===== config.mk =====
export PLATFORM = sky130hd
export DESIGN_NAME = gray_conv_arbiter
export DESIGN_NICKNAME = d
export VERILOG_FILES = /design/src/rtl/gray_conv_arbiter_pkg.sv /design/src/rtl/gray_conv_arbiter_gray_enc.sv /design/src/rtl/gray_conv_arbiter.sv
export SDC_FILE = /design/constraint.sdc
export NUM_CORES = 1
export LEC_CHECK = 0
export ABC_AREA = 1
export BUFFER_PORTS_ARGS = -buffer_cell sky130_fd_sc_hd__buf_2
export CORE_AREA = 3 3 43 45
export CTS_BUF_LIST = sky130_fd_sc_hd__clkbuf_16
export DETAILED_ROUTE_END_ITERATION = 7
export DIE_AREA = 0 0 46 48
export PLACE_DENSITY = 0.72
export SLEW_MARGIN = 20
export SYNTH_ARGS = -nofsm -noshare
export SYNTH_HDL_FRONTEND = slang
export SYNTH_HIERARCHICAL = 1
export SYNTH_SLANG_ARGS = --single-unit

===== constraint.sdc =====
create_clock -name clk -period 2 [get_ports clk]
set_input_delay 0.1 -clock clk [delete_from_list [all_inputs] [get_ports clk]]
set_output_delay 0.1 -clock clk [all_outputs]
set_load 0.05 [all_outputs]

===== src/rtl/gray_conv_arbiter_pkg.sv =====
// Shared definitions for the Gray conversion arbiter and later Gray blocks.
//   IDLE/CONV/HOLD : arbiter FSM state encoding
//   gray_encode    : binary-to-Gray on a 32-bit container. Callers zero-extend
//                    their operand and truncate the result back to their width.
//                    Zero-extension keeps the Gray MSB equal to the binary MSB.
package gray_conv_arbiter_pkg;

  localparam logic [1:0] IDLE = 2'd0;
  localparam logic [1:0] CONV = 2'd1;
  localparam logic [1:0] HOLD = 2'd2;

  function automatic logic [31:0] gray_encode(input logic [31:0] b);
    return b ^ (b >> 1);
  endfunction

endpackage


===== src/rtl/gray_conv_arbiter_gray_enc.sv =====
// Combinational W-bit binary-to-Gray encoder.
//   bin  : binary operand
//   gray : Gray code of bin (gray[W-1] = bin[W-1], gray[i] = bin[i]^bin[i+1])
module gray_enc
  import gray_conv_arbiter_pkg::*;
#(
  parameter int W = 3
) (
  input  logic [W-1:0] bin,
  output logic [W-1:0] gray
);

  assign gray = W'(gray_encode(32'(bin)));

endmodule


===== src/rtl/gray_conv_arbiter.sv =====
// Two-requester round-robin arbiter in front of one shared Gray encoder.
// Each requester uses a 4-phase req/ack handshake.
//   clk, rst       : clock; asynchronous active-low reset
//   req0/din0      : requester 0 request and binary operand
//   req1/din1      : requester 1 request and binary operand
//   ack0/ack1      : result ready for the owning requester (at most one high)
//   dout/dout_vld  : registered Gray result and its valid flag
//   busy           : FSM outside IDLE
//   owner          : current or last granted requester (resets to 1 so that
//                    requester 0 wins the first tie)
// Every output comes straight from a flop.
module gray_conv_arbiter
  import gray_conv_arbiter_pkg::*;
#(
  parameter int W = 3
) (
  input  logic         clk,
  input  logic         rst,
  input  logic         req0,
  input  logic [W-1:0] din0,
  input  logic         req1,
  input  logic [W-1:0] din1,
  output logic         ack0,
  output logic         ack1,
  output logic [W-1:0] dout,
  output logic         dout_vld,
  output logic         busy,
  output logic         owner
);

  logic [1:0]   state;
  logic [W-1:0] operand;
  logic [W-1:0] gray;
  logic         req_own;
  logic         grant;

  // The encoder only sees the operand latched at grant, so din changes
  // after the grant cannot reach dout.
  gray_enc #(.W(W)) u_enc (
    .bin  (operand),
    .gray (gray)
  );

  assign req_own = owner ? req1 : req0;
  // A lone request wins outright; on a tie the last owner yields.
  assign grant   = (req0 & req1) ? ~owner : req1;

  always_ff @(posedge clk or negedge rst) begin
    if (!rst) begin
      state    <= IDLE;
      owner    <= 1'b1;
      operand  <= '0;
      dout     <= '0;
      dout_vld <= 1'b0;
      ack0     <= 1'b0;
      ack1     <= 1'b0;
      busy     <= 1'b0;
    end else begin
      case (state)
        IDLE: if (req0 | req1) begin
          state   <= CONV;
          busy    <= 1'b1;
          owner   <= grant;
          operand <= grant ? din1 : din0;
        end
        CONV: if (req_own) begin
          state    <= HOLD;
          dout     <= gray;
          dout_vld <= 1'b1;
          ack0     <= ~owner;
          ack1     <= owner;
        end else begin
          // The owner aborted before the result was ready. The previous
          // dout and dout_vld are left untouched.
          state <= IDLE;
          busy  <= 1'b0;
        end
        HOLD: if (!req_own) begin
          // dout keeps its last value. Only the valid flag drops.
          state    <= IDLE;
          busy     <= 1'b0;
          ack0     <= 1'b0;
          ack1     <= 1'b0;
          dout_vld <= 1'b0;
        end
        default: begin
          state    <= IDLE;
          busy     <= 1'b0;
          ack0     <= 1'b0;
          ack1     <= 1'b0;
          dout_vld <= 1'b0;
        end
      endcase
    end
  end

endmodule


==> After elaboration in Yosys (flattened, before gate mapping) <==
Cells that the tools add are included.
W data, S select, Z words.
{ "word_totals": {"reg_bits": 13, "in_bits": 10, "out_inout_bits": 8} }
{ "classes": {"n_eq_ne": 6, "n_mux": 16, "n_bitwise": 5, "reduce_logical": 7} }
{ "ops": {"columns": ["op", "n"], "rows": [
  ["$pmux W1 S3", 3],
  ["$ne A2 B2 Y1 const B", 4],
  ["$reduce_and A2 Y1", 4],
  ["$mux W1", 7],
  ["$mux W2", 3],
  ["$pmux W2 S3", 1],
  ["$mux W3", 1],
  ["$reduce_and A3 Y1", 1],
  ["$xor A3 B2 Y3", 1],
  ["$eq A2 B1 Y1 const B", 1],
  ["$eq A2 B2 Y1 const B", 1],
  ["$logic_not A2 Y1", 1],
  ["$not A1 Y1", 2],
  ["$pmux W1 S2", 1],
  ["$reduce_or A2 Y1", 1],
  ["$and A1 B1 Y1", 1],
  ["$or A1 B1 Y1", 1]
]} }

==> Depth between registers and ports, before layout <==
{ "depth": {"word_depth": 4, "mapped_depth": 7, "depth_no_buf": 7} }

==> Hierarchy <==
The synthesis kept the hierarchy.
{ "modules_own_cells": {"columns": ["mod", "n_inst", "cells_each", "area_each_um2"], "rows": [
  ["gray_conv_arbiter", 1, 95, 699.4],
  ["gray_enc", 1, 10, 41.3]
]} }

==> Least setup slack after synthesis <==
OpenSTA, ideal clock, no wires.
{ "synth_timing": {"kind": "register to register", "from": "reg owner", "to": "reg dout_vld", "setup_time_ps": 118, "t_arrival_ps": 1202, "t_required_ps": 1882, "slack_ps": 680, "path_stages_with_launch": 6, "n_path_buf": 0, "path_cell_list": "dfstp_2 nand2_1 nand2_4 nand2_1 nand3_1 nand2_1"} }
{ "synth_between": {"elab_chain_cells": 3, "word_cells_on_any_way": 4, "cone_classes": "eq/ne (2); mux (1); reduce/logical (1)"} }
{ "synth_rtl": {"columns": ["item", "line_no", "rtl"], "rows": [
  ["from (decl)", "gray_conv_arbiter.sv:28", "output logic owner"],
  ["from (signal assigned)", "gray_conv_arbiter.sv:63", "owner <= grant;"],
  ["$mux W1 (*)", "gray_conv_arbiter.sv:44", "assign req_own = owner ? req1 : req0;"],
  ["$ne A2 B2 Y1 (no line)", null, null],
  ["$reduce_and A3 Y1 (no line) (*)", null, null],
  ["to (signal assigned)", "gray_conv_arbiter.sv:54", "dout_vld <= 1'b0;"],
  ["to (signal assigned)", "gray_conv_arbiter.sv:69", "dout_vld <= 1'b1;"],
  ["to (signal assigned)", "gray_conv_arbiter.sv:84", "dout_vld <= 1'b0;"],
  ["to (decl)", "gray_conv_arbiter.sv:26", "output logic dout_vld,"]
]} }
Every way passes the cells marked *; elsewhere a longest branch is shown, timed or not.
A chain may end at the register's enable or synchronous reset.

==> Worst setup path after layout <==
{ "layout_timing": {"from": "reg state[0]", "to": "reg owner"} }
{ "layout_between": {"elab_chain_cells": 2} }
{ "layout_rtl": {"columns": ["item", "line_no", "rtl"], "rows": [
  ["from (decl)", "gray_conv_arbiter.sv:31", "logic [1:0] state;"],
  ["from (signal assigned)", "gray_conv_arbiter.sv:50", "state <= IDLE;"],
  ["from (signal assigned)", "gray_conv_arbiter.sv:61", "state <= CONV;"],
  ["from (signal assigned)", "gray_conv_arbiter.sv:67", "state <= HOLD;"],
  ["$logic_not A2 Y1", "gray_conv_arbiter.sv:59", "case (state)"],
  ["$reduce_and A2 Y1 (no line)", null, null]
]} }
No other way between the ends.

==> results.md <==
- Slew headroom: 0.811
- Worst r2r src: state[0]$_DFFE_PN0P_
- CP Launch Point: state[0]$_DFFE_PN0P_
- Layout cell share with drive strength beyond 1: 0.208
- NetSw: 0.835 mW
- Hold_sp: din1[1]
- Total wire length: 1390 um
- Worst-skew pair later-pin latency: 0.24 ns
- Worst R2R Path Depth: 7
- Starting DRT DRC Count: 16
- Clock tree from TritonCTS: built
- HP Class: input pin to register
- Largest net degree at the start of global routing: 14
- 1st-pass router iterations: 4
- Element type at the critical path end: register
- Net Sw Frac: 0.475
- Root Buffer: clkbuf_16
- Wire per inst: 9.89 um
- FF+latch count, synth: 13
- CTS max path bufs: 2
- Inserted Diodes: 0
- Critical Path RT: 2.16 ns
- Mean Syn Cell Area: 7.05 sq um
- DRC viols: 0
- Via-per-instance ratio: 4.84
- CTS Buf Count: 3
- Die H: 48 um
- Sequential fraction of the synthesis area: 0.441
- CP arrival: 1.49 ns
- Vias in the first global route: 577
- Post-Route Setup TNS: 0 ns
- Synthesized instance count: 105
- Worst hold margin: 0.117 ns
- PortBufs: 17
- Clock slew seen by the registers of the worst setup and hold paths: 0.04 ns
- Worst Setup Start Kind: register
- Pleak: 0.553 nW
- Yosys warns: 6
- Initial core utilization: 0.492
- Core area: 1510 sq um
- # H-tree levels: 1
- Die W: 46 um
- Yosys cell types: 16
- Cell Rows: 14
- Pins Over Slew Limit: 0
- Hold Path Depth: 3
- Hold Fails Final Rpt: 0
- Fin nets: 139
- Total GRT Usage: 0.153
- First-pass GRT wire length: 2350 um
- Largest vdd supply drop: 734 uV
- Core Util, Final: 0.613
- Worst Skew: 0.00112 ns
- Least-Margin Pin Slew: 0.283 ns
- Initial antenna violation count: 0
- Mapped cell area: 741 sq um
- Internal power: 0.922 mW
- Number of clock sinks: 13
- CP Class: register to register
- Die ar.: 2210 sq um
- Gate power share: 0.502
- Max Cap Viol: 0
- Gpl congestion: 0.815
- Seq pwr share: 0.284
- Fmax: 0.753 GHz
- Unrepaired setup endpoints after global routing: false
- Clock share of power: 0.213
- Area growth, synth to finish: 24.7%
- IO Count: 18
- Pwr/cell area: 1900 nW/um^2
- HPWL Detailed: 1110 um
- Final setup violation count: 0
- Total power: 1.76 mW
- Min Tclk post-route: 1.33 ns
- Post-route ant nets: 0
- Worst-path fanout max: 5
- Status: finished clean
- Final Cycle Share: 0.664
- Synthesized net count: 118
- Vias: 683
- Gr ovfl total: 0
-- placed cells by master (no fill, tap or decap), drive strengths merged --
| cell type | instances |
|---|---|
| nor2 | 6 |
| nand3 | 14 |
| dlygate4sd3 | 1 |
| nand4 | 1 |
| o21ai | 4 |
| nand2 | 46 |
| clkinv | 1 |
| buf | 17 |
| dfstp | 1 |
| clkbuf | 3 |
| ha | 3 |
| inv | 16 |
| dfrtp | 12 |
-- registers in the layout (all words and copies together) (netlist names) --
register / flops
ack0: 1
ack1: 1
busy: 1
dout: 3
dout_vld: 1
operand: 3
owner: 1
state: 2
-- worst paths after layout --
check	endpoint	slack, ns
max	owner$_DFFE_PN1P_	0.67
max reg2reg	owner$_DFFE_PN1P_	0.67
max in group asynchronous	owner$_DFFE_PN1P_	1.46
min	operand[1]$_DFFE_PN0P_	0.12
min in group asynchronous	dout[0]$_DFFE_PN0P_	0.27
min reg2reg	busy$_DFFE_PN0P_	0.46
-- metal layers --
layer / track usage / up-vias / share of wire
met3: 0.0263 / 3 / 0.073
met5: 0 / - / 0
met2: 0.245 / 27 / 0.44
li1: - / 360 / -
met4: 0.102 / 0 / 0.026
met1: 0.187 / 293 / 0.47
-- timing repair --
action | 4_1_cts | 5_1_grt
gates resized for setup | 0 | 0
endpoints found under the hold margin | 12 | 0
hold buffers | 1 | 0
buffers inserted | 0 | 0
-- power by group through the flow --
stage	logic, mW	registers (mW)	clock network (mW)
floorplan	0.473	0.740	0
global placement	0.871	0.500	0
detailed placement	0.885	0.503	0
CTS	0.891	0.500	0.387
global route	1.00	0.520	0.399
finish	0.882	0.499	0.375
-- synth_stat cells, drive strengths merged --
master  instances  area, sq um
nand3          14         70.1
buf             2         12.5
inv            16         60.1
dfrtp          12          300
nor2            6         25.0
nand2          46          183
o21ai           4         20.0
dfstp           1         26.3
nand4           1         6.26
ha              3         37.5
-- cell families (layout without fill, tap and decap cells) --
kind of cell / count (synthesis) / count (layout) / synth area share
AO/OA/AOI/OAI: 4 / 4 / 0.0270
adder cells (fa/ha/maj): 3 / 3 / 0.0507
buffers and inverters: 18 / 38 / 0.0980
flip-flops: 13 / 13 / 0.441
AND/OR/NAND/NOR: 67 / 67 / 0.383
-- through the flow --
step | instances | worst slack, ns | area, sq um
after CTS | 141 | 0.675 | 923
final | 141 | 0.671 | 923
after global placement | 136 | 0.741 | 833
after floorplan | 105 | 0.680 | 741
after detailed placement | 136 | 0.696 | 833
after global routing | 141 | 0.528 | 923
-- area by class of cell --
class                      instances  area [sq um]
timing repair buffer              18          95.1
inverter                          16          60.1
multi-input combinational         74           342
fill                             155           583
sequential                        13           327
clock inverter                     1          5.00
clock buffer                       3          75.1
tap                               16          20.0
-- worst max-delay path, cell delays in order, from the launching register on --
cell and delay, ns:
dfrtp_1 0.41, inv_1 0.12, ha_1 0.21, inv_1 0.07, nor2_2 0.20, inv_2 0.08
nand2_1 0.07, o21ai_0 0.08
(Power assumes the default switching activity.)
